## src/rtl/mfilter_correlator_pkg.sv

```systemverilog
// Package for the matched-filter correlator. It holds the tap count, the sel base
// value, the data/accumulator/threshold widths, the FSM state encoding, and helper
// functions for sign extension and magnitude.
package mfilter_correlator_pkg;

  localparam int DATA_W      = 8;
  localparam int ACC_W       = 18;
  localparam int THRESH_W    = 17;
  localparam int PROD_W      = 2 * DATA_W;
  localparam int MF_NUM_TAPS = 6;

  localparam logic [2:0] MF_SEL_BASE = 3'd2;
  localparam logic [2:0] MF_LAST_IDX = 3'(MF_NUM_TAPS - 1);

  typedef enum logic [1:0] {
    ST_IDLE = 2'd0,
    ST_RUN  = 2'd1,
    ST_DONE = 2'd2
  } mf_state_e;

  // Sign-extend a sample or coefficient to product width. The low PROD_W bits of
  // a PROD_W x PROD_W multiply then give the exact signed 8x8 product.
  function automatic logic signed [PROD_W-1:0] sext_data(input logic [DATA_W-1:0] d);
    return {{(PROD_W-DATA_W){d[DATA_W-1]}}, d};
  endfunction

  // Sign-extend a 16-bit product to accumulator width before it is added.
  function automatic logic signed [ACC_W-1:0] sext_prod(input logic signed [PROD_W-1:0] p);
    return {{(ACC_W-PROD_W){p[PROD_W-1]}}, p};
  endfunction

  // Absolute value of the accumulator. The result range is -97536..+98304, so
  // negating it cannot overflow.
  function automatic logic [ACC_W-1:0] acc_mag(input logic signed [ACC_W-1:0] v);
    logic [ACC_W-1:0] t;
    t = v;
    if (t[ACC_W-1]) begin
      t = ~t + ACC_W'(1);
    end else begin
      t = v;
    end
    return t;
  endfunction

endpackage

```

## src/rtl/mfilter_correlator_if.sv

```systemverilog
// This interface groups the correlator's bus signals.
//   slave  : the correlator. It drives sel, busy and the result fields. It takes in
//            the strobe, tap data, coefficient write port and threshold.
//   master : the environment, meaning the shift register, the CPU write port and
//            the detect logic.
interface mfilter_correlator_if;
  import mfilter_correlator_pkg::*;

  logic                       rxstrobe;
  logic [2:0]                 sel;
  logic [DATA_W-1:0]          data;
  logic                       coeff_we;
  logic [2:0]                 coeff_addr;
  logic [DATA_W-1:0]          coeff_data;
  logic [THRESH_W-1:0]        threshold;
  logic                       busy;
  logic signed [ACC_W-1:0]    corr_out;
  logic                       corr_valid;
  logic                       match;
  logic [7:0]                 overruns;

  modport master (
    output rxstrobe, data, coeff_we, coeff_addr, coeff_data, threshold,
    input  sel, busy, corr_out, corr_valid, match, overruns
  );

  modport slave (
    input  rxstrobe, data, coeff_we, coeff_addr, coeff_data, threshold,
    output sel, busy, corr_out, corr_valid, match, overruns
  );

endinterface

```

## src/rtl/mfilter_coeff_bank.sv

```systemverilog
// This module is a 6 x DATA_W coefficient register file.
// It has one synchronous write port and one asynchronous read port.
//   clk, reset : clock and asynchronous active-high reset (reset clears all coefficients)
//   we_i       : write strobe. The caller gates it so writes only happen when idle.
//   waddr_i    : write index 0..5. Indexes 6 and 7 are ignored.
//   wdata_i    : signed coefficient to write
//   raddr_i    : read index 0..5. Indexes 6 and 7 read as zero.
//   rdata_o    : coefficient at raddr_i, read combinationally
module mfilter_coeff_bank
  import mfilter_correlator_pkg::*;
(
  input  logic              clk,
  input  logic              reset,
  input  logic              we_i,
  input  logic [2:0]        waddr_i,
  input  logic [DATA_W-1:0] wdata_i,
  input  logic [2:0]        raddr_i,
  output logic [DATA_W-1:0] rdata_o
);

  logic [DATA_W-1:0] coeff_q [MF_NUM_TAPS];

  // Coefficient storage: each entry is written only when its index is addressed.
  always_ff @(posedge clk or posedge reset) begin
    if (reset) begin
      for (int i = 0; i < MF_NUM_TAPS; i++) begin
        coeff_q[i] <= {DATA_W{1'b0}};
      end
    end else begin
      for (int i = 0; i < MF_NUM_TAPS; i++) begin
        if (we_i && (waddr_i == 3'(i))) begin
          coeff_q[i] <= wdata_i;
        end else begin
          coeff_q[i] <= coeff_q[i];
        end
      end
    end
  end

  // Asynchronous read mux. Out-of-range indexes return zero.
  always_comb begin
    rdata_o = {DATA_W{1'b0}};
    case (raddr_i)
      3'd0:    rdata_o = coeff_q[0];
      3'd1:    rdata_o = coeff_q[1];
      3'd2:    rdata_o = coeff_q[2];
      3'd3:    rdata_o = coeff_q[3];
      3'd4:    rdata_o = coeff_q[4];
      3'd5:    rdata_o = coeff_q[5];
      default: rdata_o = {DATA_W{1'b0}};
    endcase
  end

endmodule

```

## src/rtl/mfilter_correlator.sv

```systemverilog
// This module is a matched-filter correlator. On each rxstrobe it walks the 6 shift
// register taps through sel/data, one per clock. It multiply-accumulates each tap
// against a programmable coefficient. It then publishes one signed correlation plus
// a match flag (|corr| >= threshold).
//   clk, reset  : clock and asynchronous active-high reset
//   bus (slave) : rxstrobe, sel/data tap port, coefficient write port, threshold,
//                 busy, corr_out, corr_valid, match, overruns
// Timing: a strobe sampled at edge k reads taps in cycles k+1..k+6. corr_valid is
// high in cycle k+8.
module mfilter_correlator
  import mfilter_correlator_pkg::*;
(
  input  logic                 clk,
  input  logic                 reset,
  mfilter_correlator_if.slave  bus
);

  mf_state_e               state_q;
  logic [2:0]              idx_q;
  logic [2:0]              sel_q;
  logic signed [ACC_W-1:0] acc_q;
  logic signed [ACC_W-1:0] corr_q;
  logic                    valid_q;
  logic                    match_q;
  logic                    busy_q;
  logic [7:0]              overruns_q;

  logic [DATA_W-1:0]       coeff_rd_s;
  logic                    coeff_wr_s;
  logic signed [PROD_W-1:0] prod_d;
  logic signed [ACC_W-1:0] acc_sum_d;
  logic [ACC_W-1:0]        mag_d;
  logic                    match_d;
  logic [7:0]              overruns_d;

  // Coefficients can only change while idle, so they stay stable within a sequence.
  assign coeff_wr_s = bus.coeff_we & ~busy_q;

  mfilter_coeff_bank u_coeff_bank (
    .clk     (clk),
    .reset   (reset),
    .we_i    (coeff_wr_s),
    .waddr_i (bus.coeff_addr),
    .wdata_i (bus.coeff_data),
    .raddr_i (idx_q),
    .rdata_o (coeff_rd_s)
  );

  // Datapath next-values: tap product, running sum, result magnitude compare, and the
  // saturating overrun increment.
  always_comb begin
    prod_d     = sext_data(bus.data) * sext_data(coeff_rd_s);
    acc_sum_d  = acc_q + sext_prod(prod_d);
    mag_d      = acc_mag(acc_q);
    match_d    = (mag_d >= {{(ACC_W-THRESH_W){1'b0}}, bus.threshold});
    if (overruns_q == 8'hFF) begin
      overruns_d = 8'hFF;
    end else begin
      overruns_d = overruns_q + 8'd1;
    end
  end

  // Sequencer FSM. It has IDLE, then RUN (6 tap clocks), then DONE (publish). All
  // outputs are registered here.
  always_ff @(posedge clk or posedge reset) begin
    if (reset) begin
      state_q    <= ST_IDLE;
      idx_q      <= 3'd0;
      sel_q      <= MF_SEL_BASE;
      acc_q      <= {ACC_W{1'b0}};
      corr_q     <= {ACC_W{1'b0}};
      valid_q    <= 1'b0;
      match_q    <= 1'b0;
      busy_q     <= 1'b0;
      overruns_q <= 8'd0;
    end else begin
      valid_q <= 1'b0;
      match_q <= 1'b0;
      case (state_q)
        ST_IDLE: begin
          idx_q <= 3'd0;
          sel_q <= MF_SEL_BASE;
          acc_q <= {ACC_W{1'b0}};
          if (bus.rxstrobe) begin
            state_q <= ST_RUN;
            busy_q  <= 1'b1;
          end else begin
            state_q <= ST_IDLE;
            busy_q  <= 1'b0;
          end
        end
        ST_RUN: begin
          busy_q <= 1'b1;
          if (bus.rxstrobe) begin
            // The shift register moved under us, so restart from tap 0.
            idx_q      <= 3'd0;
            sel_q      <= MF_SEL_BASE;
            acc_q      <= {ACC_W{1'b0}};
            overruns_q <= overruns_d;
          end else begin
            acc_q <= acc_sum_d;
            if (idx_q == MF_LAST_IDX) begin
              state_q <= ST_DONE;
              idx_q   <= 3'd0;
              sel_q   <= MF_SEL_BASE;
            end else begin
              idx_q <= idx_q + 3'd1;
              sel_q <= idx_q + MF_SEL_BASE + 3'd1;
            end
          end
        end
        ST_DONE: begin
          corr_q  <= acc_q;
          valid_q <= 1'b1;
          match_q <= match_d;
          idx_q   <= 3'd0;
          sel_q   <= MF_SEL_BASE;
          acc_q   <= {ACC_W{1'b0}};
          // A strobe here is not an overrun: the result still publishes, and the
          // new walk starts on the next clock.
          if (bus.rxstrobe) begin
            state_q <= ST_RUN;
            busy_q  <= 1'b1;
          end else begin
            state_q <= ST_IDLE;
            busy_q  <= 1'b0;
          end
        end
        default: begin
          state_q <= ST_IDLE;
          idx_q   <= 3'd0;
          sel_q   <= MF_SEL_BASE;
          acc_q   <= {ACC_W{1'b0}};
          busy_q  <= 1'b0;
        end
      endcase
    end
  end

  assign bus.sel        = sel_q;
  assign bus.busy       = busy_q;
  assign bus.corr_out   = corr_q;
  assign bus.corr_valid = valid_q;
  assign bus.match      = match_q;
  assign bus.overruns   = overruns_q;

endmodule

```

## src/flat_wrapper.sv

```systemverilog
// flat-port wrapper written by rule: the top's interface ports become plain ports
module mfilter_correlator_flat import mfilter_correlator_pkg::*;
  (clk, reset, bus_rxstrobe, bus_data, bus_coeff_we, bus_coeff_addr, bus_coeff_data, bus_threshold, bus_sel, bus_busy, bus_corr_out, bus_corr_valid, bus_match, bus_overruns);
  mfilter_correlator_if bus_i ();
  input  logic clk;
  input  logic reset;
  input wire logic [$bits(bus_i.rxstrobe)-1:0] bus_rxstrobe;
  input wire logic [$bits(bus_i.data)-1:0] bus_data;
  input wire logic [$bits(bus_i.coeff_we)-1:0] bus_coeff_we;
  input wire logic [$bits(bus_i.coeff_addr)-1:0] bus_coeff_addr;
  input wire logic [$bits(bus_i.coeff_data)-1:0] bus_coeff_data;
  input wire logic [$bits(bus_i.threshold)-1:0] bus_threshold;
  output wire logic [$bits(bus_i.sel)-1:0] bus_sel;
  output wire logic [$bits(bus_i.busy)-1:0] bus_busy;
  output wire logic [$bits(bus_i.corr_out)-1:0] bus_corr_out;
  output wire logic [$bits(bus_i.corr_valid)-1:0] bus_corr_valid;
  output wire logic [$bits(bus_i.match)-1:0] bus_match;
  output wire logic [$bits(bus_i.overruns)-1:0] bus_overruns;
  assign bus_i.rxstrobe = bus_rxstrobe;
  assign bus_i.data = bus_data;
  assign bus_i.coeff_we = bus_coeff_we;
  assign bus_i.coeff_addr = bus_coeff_addr;
  assign bus_i.coeff_data = bus_coeff_data;
  assign bus_i.threshold = bus_threshold;
  assign bus_sel = bus_i.sel;
  assign bus_busy = bus_i.busy;
  assign bus_corr_out = bus_i.corr_out;
  assign bus_corr_valid = bus_i.corr_valid;
  assign bus_match = bus_i.match;
  assign bus_overruns = bus_i.overruns;
  mfilter_correlator u_core (.clk(clk), .reset(reset), .bus(bus_i));
endmodule
```

## config.mk

```make
export PLATFORM = sky130hd
export DESIGN_NAME = mfilter_correlator_flat
export DESIGN_NICKNAME = d
export VERILOG_FILES = /design/src/rtl/mfilter_correlator_pkg.sv /design/src/rtl/mfilter_correlator_if.sv /design/src/rtl/mfilter_coeff_bank.sv /design/src/rtl/mfilter_correlator.sv /design/src/flat_wrapper.sv
export SDC_FILE = /design/constraint.sdc
export NUM_CORES = 1
export LEC_CHECK = 0
export BUFFER_PORTS_ARGS = -buffer_cell sky130_fd_sc_hd__buf_2
export CAP_MARGIN = 20
export CORE_ASPECT_RATIO = 1.75
export CORE_MARGIN = 2
export CORE_UTILIZATION = 40
export CTS_CLUSTER_DIAMETER = 80
export DETAILED_ROUTE_END_ITERATION = 8
export PLACE_DENSITY_LB_ADDON = 0.05
export SLEW_MARGIN = 20
export SYNTH_ARGS = -nofsm -noshare
export SYNTH_HDL_FRONTEND = slang
export SYNTH_SLANG_ARGS = --single-unit
```

## constraint.sdc

```tcl
create_clock -name clk -period 13.9 [get_ports clk]
set_input_delay 2.78 -clock clk [delete_from_list [all_inputs] [get_ports clk]]
set_output_delay 2.78 -clock clk [all_outputs]
set_load 0.01 [all_outputs]
```

Word level (Yosys, flattened, before mapping)
Cells that the tools add are included.
{"block": "word_totals", "reg_bits": 103, "latch_bits": 0, "ramBits": 0, "romBits": 0, "inputBits": 40, "output_inout_bits": 32, "word_cells": 72, "n_memories": 0}
{"block": "op_classes", "n_addsub": 6, "multipliers": 1, "div_mod_pow": 0, "magnitude_cmp": 1, "n_eq_ne": 15, "n_shift": 0, "mux": 19, "n_bitwise": 3, "reduce_logical": 12}
{"cell": "$mux 18", "n": 3}
{"cell": "$pmux 8 s6", "n": 1}
{"cell": "$add 18x1->18 const B", "n": 1}
{"cell": "$add 18x16->18", "n": 1}
{"cell": "$ge 18x17->1", "n": 1}
{"cell": "$mux 3", "n": 6}
{"cell": "$not 18->18", "n": 1}
{"cell": "$mul 8x8->16", "n": 1}
{"cell": "$eq 3x2->1 const B", "n": 4}
{"cell": "$eq 3x3->1 const B", "n": 4}
{"cell": "$add 8x1->8 const B", "n": 1}
{"cell": "$eq 8x8->1 const B", "n": 1}
{"cell": "$mux 8", "n": 1}
{"cell": "$add 3x1->3 const B", "n": 2}
{"cell": "$eq 3x1->1 const B", "n": 2}
{"cell": "$logic_and 1x1->1", "n": 6}
{"cell": "$logic_not 3->1", "n": 2}
{"cell": "$mux 1", "n": 4}
{"cell": "$mux 2", "n": 2}
{"cell": "$pmux 2 s2", "n": 1}
{"cell": "$reduce_and 2->1", "n": 2}
{"cell": "$add 3x2->3 const B", "n": 1}
{"cell": "$eq 2x1->1 const B", "n": 1}
{"cell": "$eq 2x2->1 const B", "n": 1}
{"cell": "other kinds (7)", "n": 7}

Longest topological paths before layout
{"block": "logic_depth", "depth_word": 6, "depth_mapped": 25, "ltp_nobuf": 23}

Cells and area by module
From an unflattened synthesis, not the netlist that was laid out.
{"block": "hier_totals", "hier_cells": 751, "area_unflattened_um2": 8246.7}
{"module": "mfilter_correlator", "instances": 1, "cells_each": 594, "area_per_inst_um2": 6012.0, "seq_area_each_um2": 1352.5}
{"module": "mfilter_coeff_bank", "instances": 1, "cells_each": 157, "area_per_inst_um2": 2234.6, "seq_area_each_um2": 1201.2}

Worst setup path after synthesis
OpenSTA, ideal clock, no wires.
{"block": "synth_path", "path_type": "input to register", "startpoint": "in bus_data[7]", "endpoint": "reg u_core.acc_q[13]", "setup_time_ps": 86, "arrival_ps": 7060, "required_ps": 13814, "setup_slack_ps": 6754, "path_stages": 13, "path_buffers": 0, "path_cell_list": "and2_1 > fa_1 > fa_1 > fa_1 > fa_1 > fa_1 > ha_1 > o211a_1 > a211oi_1 > a211oi_1 > o21a_1 > o21a_1 > nor3_1"}
{"block": "synth_via", "elab_chain_cells": 4}
{"element": "start: declaration", "line": "flat_wrapper.sv:8", "source": "input wire logic [$bits(bus_i.data)-1:0] bus_data;"}
{"element": "$mul 8x8->16", "line": "mfilter_correlator.sv:52", "source": "prod_d = sext_data(bus.data) * sext_data(coeff_rd_s);"}
{"element": "$add 18x16->18", "line": "mfilter_correlator.sv:53", "source": "acc_sum_d = acc_q + sext_prod(prod_d);"}
{"element": "$mux 18", "line": "mfilter_correlator.sv:94", "source": "if (bus.rxstrobe) begin"}
{"element": "$mux 18", "line": "mfilter_correlator.sv:79", "source": "case (state_q)"}
{"element": "end signal: assignment", "line": "mfilter_correlator.sv:83", "source": "acc_q <= {ACC_W{1'b0}};"}
{"element": "end signal: assignment", "line": "mfilter_correlator.sv:98", "source": "acc_q <= {ACC_W{1'b0}};"}
{"element": "end signal: assignment", "line": "mfilter_correlator.sv:101", "source": "acc_q <= acc_sum_d;"}
{"element": "end: declaration", "line": "mfilter_correlator.sv:21", "source": "logic signed [ACC_W-1:0] acc_q;"}
No other way between the ends.
A chain may end at the register's enable or synchronous reset.

Worst setup path after layout
Ends and elaborated chain as after synthesis.

==> metrics.cfg <==
[outcome]
outcome=completed

[critical_path]
crit_chain=buf_2 -> and2_1 -> fa_1 -> fa_1 -> fa_1 -> fa_1 -> fa_1 -> ha_1 -> o211a_1 -> a211oi_1 -> a211oi_1 -> o21a_1 -> o21a_1 -> nor3_1
cp_data_required_time_ns=14.16
crit_type=input pin to register
critPathSlowestCell=and2_1
cp_max_fo=11
cp_top_family=adder cells
rr_endpoint=u_core.acc_q[13]
slowest_delay_ns=0.60
worst-path-stages=14
crit_path_start_kind=input pin
r2r-start=u_core.idx_q[2]
critPathBufInv=1
cp.arrival_ns=7.51
path_common_cell=fa_1
reg2reg_depth=19
ff2ff_setup_slack_ns=7.20
cp-end-kind=register

[sta]
fmax_ghz=0.138
fin_skew_ns=0.0156
fin_tns_setup_ns=0
grt_setup_unrepaired=no
hold_viol=0
min_period_over_period_pct=52.1
worst_pin_slew_ns=1.01
setup_viol=0
finalMaxSlewViolations=0
slew_headroom_pct=32.4
period_minus_slack_ns=7.25

[worst_hold_path]
worstHoldStart=u_core.state_q[1]
hold_end=u_core.bus.busy
hold_path_class=register to register
min_path_cells=1

[cts]
ctsResizeCount=0
hold_buffers=0
clock_path_buffers=2
cts.clk_slew.worst_paths_ns=0.08
post_cts_buffers=0
clock_latency_ns=0.36
clockRootBuffer=clkbuf_16
cts_tree=done
cts_sinks=102
htree_levels=3
cts-buffers-inserted=9

[synth]
netlist_area_sq_mm=0.00815
synth_edf_count=0
avgSynthCellArea_sq_um=10.9
synth-seq-cells=102
syn_inst=748
synth_seq_area_share_pct=31.3
async_flop_share_pct=100
ys_types=49
synthFlopType=dfrtp_1
synth_nets=935
yosys_warnings=0

[floorplan]
initial_core_util_pct=40.5
fp.dieW_um=112
ios=72
coreArea_sq_mm=0.0201
die_area_sq_mm=0.0216
die_h_um=193
rows=69

[grt]
use_met1_pct=19.5
grt_overflow=0
grtUsageMet3_pct=2.36
top_usage_layer=met2
grt_pass1_vias=6362
grt_pass1_wl_mm=33.5
grt_max_degree=74
grt_usage_pct=20.2
grtUsageMet2_pct=40.9
antenna_found_initial=0

[drt]
drt_iter0_markers=267
routed_via_density=5.25
drc=0
drt_first_pass_iters=4
wl_mm=20.4
postRouteAntennaNets=0
via_count=5630
wl_per_cell_um=19.0

[finish]
nNetsFinal=1007
final_util_pct=45.4
diodes=0
layout-drive-gt1-share_pct=21.8
area_delta_synth_final_pct=11.9

[power]
ir_drop_mv=0.0811
p_leak_nw=4.75
power.density_mw_per_mm2=142

[job]
maxCapViolations=0

[placement]
gp_congestion=0.841
dpl.hpwl_mm=16.5
port-buffer-count=71

-- cell families after synthesis --
logic type	after synthesis	synth area share, %
fa+ha+maj	147	30.0
buf+inv	125	5.85
simple gates	177	11.3
xor+xnor	29	3.12
mux	77	10.6
compound gates	91	7.77
flops	102	31.3
-- cell usage after synthesis, types with 2 or more instances --
cell type  instances  area share [%]
o211ai_1           4            0.37
clkbuf_1          11            0.51
o41ai_1            2            0.21
and2_1            30             2.3
fa_1              81              20
nor2b_1           23             1.8
a211oi_1           5            0.46
inv_1            110             5.1
a211o_1            3            0.32
a222oi_1           8            0.98
nand3b_1           2            0.18
o21a_1             6            0.55
a21oi_1           21             1.3
mux2_2            76              10
nor4_1             3            0.23
nand2_1           35             1.6
nand2b_1           7            0.54
xnor2_1           24             2.6
ha_1              66              10
dfrtp_1          101              31
nor3_1             7            0.43
nand3_1           12            0.74
a31oi_1            2            0.15
o21ai_0           17             1.0
or2_2              3            0.23
nand4_1            6            0.46
buf_1              2           0.092
nor3b_1            3            0.28
xor2_1             5            0.54
a21boi_0           2            0.18
or4_4              3            0.41
nor2_1            40             1.8
o2111ai_1          2            0.21
o31ai_1            5            0.46
a21o_1             4            0.37
a22oi_1            3            0.28
buf_4              2            0.18
-- flip-flops by register name, summed over array words and instances (netlist names) --
register and count:
u_core.u_coeff_bank.coeff_q 48, u_core.acc_q 18, u_core.bus.corr_out 18, u_core.bus.overruns 8, u_core.idx_q 3, u_core.bus.sel 2, u_core.state_q 2, u_core.bus.busy 1
u_core.bus.corr_valid 1, u_core.bus.match 1
-- report_power, final --
group | leakage, nW | internal [W] | switching (W)
Sequential | 1.36 | 0.000339 | 0.0000594
Clock | 0.152 | 0.000130 | 0.000133
Combinational | 3.24 | 0.000274 | 0.000359
-- per-stage QoR --
step,hold slack [ns],setup WS (ns),cells,area (sq um),total power (W)
after global routing,0.519,6.37,1073,9120,0.00142
after floorplan,0.452,6.75,748,8150,0.000851
after detailed placement,0.481,6.28,1057,8800,0.00105
final,0.504,6.65,1073,9120,0.00129
after global placement,0.477,6.33,1057,8800,0.00104
after CTS,0.497,6.65,1073,9120,0.00132
-- layer usage --
metal / wire, um / vias up / part of all wire [%]
met3: 418 / 43 / 2.1
met5: 0 / - / 0
met4: 980 / 0 / 4.8
li1: - / 2641 / -
met2: 12000 / 85 / 59
met1: 6960 / 2861 / 34
-- cells in the final DEF, fill, tap and decap left out, types with 3 or more instances in the layout --
cell type / netlist / routed
a21oi_1: 21 / 21
inv_1: 110 / 109
nand3_1: 12 / 12
nor2_1: 40 / 40
o211ai_1: 4 / 4
nand2_1: 35 / 35
o21ai_0: 17 / 15
a21o_1: 4 / 4
nor3_1: 7 / 7
xnor2_1: 24 / 24
nand2b_1: 7 / 7
nor2b_1: 23 / 22
ha_1: 66 / 66
clkinv_8: 0 / 3
o31ai_1: 5 / 5
buf_2: 0 / 71
a211oi_1: 5 / 5
or2_2: 3 / 3
a22oi_1: 3 / 3
nor4_1: 3 / 3
o21a_1: 6 / 6
dfrtp_1: 101 / 101
fa_1: 81 / 81
and2_1: 30 / 30
a222oi_1: 8 / 8
or4_4: 3 / 3
clkbuf_16: 0 / 9
mux2_2: 76 / 76
a211o_1: 3 / 3
nand4_1: 6 / 6
xor2_1: 5 / 5
buf_4: 2 / 5
-- how the worst max path moves through the flow --
stage	endpoint	slack (ns)	startpoint
floorplan	u_core.acc_q[13]	6.75	bus_data[7]
CTS	u_core.acc_q[13]	6.65	bus_data[7]
global route	u_core.acc_q[13]	6.37	bus_data[7]
detailed placement	u_core.acc_q[13]	6.28	bus_data[7]
global placement	u_core.acc_q[16]	6.33	bus_data[7]
finish	u_core.acc_q[13]	6.65	bus_data[7]
-- worst register-to-register path: stages (launching register included) --
cell and delay (ns):
dfrtp_1 0.33, buf_4 0.26, inv_1 0.18, ha_1 0.37
a222oi_1 0.39, a21boi_1 0.85, or2_2 0.27, fa_1 0.43
fa_1 0.55, inv_1 0.06, fa_1 0.50, fa_1 0.53
fa_1 0.40, ha_1 0.34, o211a_1 0.22, a211oi_1 0.31
a211oi_1 0.10, o21a_1 0.20, o21a_1 0.16, nor3_1 0.17
-- cell type report --
| type | count | area, sq um |
|---|---|---|
| Sequential cell | 102 | 2550 |
| Inverter | 110 | 415 |
| Clock inverter | 7 | 91.3 |
| Clock buffer | 9 | 225 |
| Multi-Input combinational cell | 521 | 5130 |
| Timing Repair Buffer | 76 | 393 |
| Tap cell | 248 | 310 |
| Fill cell | 1947 | 11000 |
Note: power is estimated with default switching activity, not from simulation.
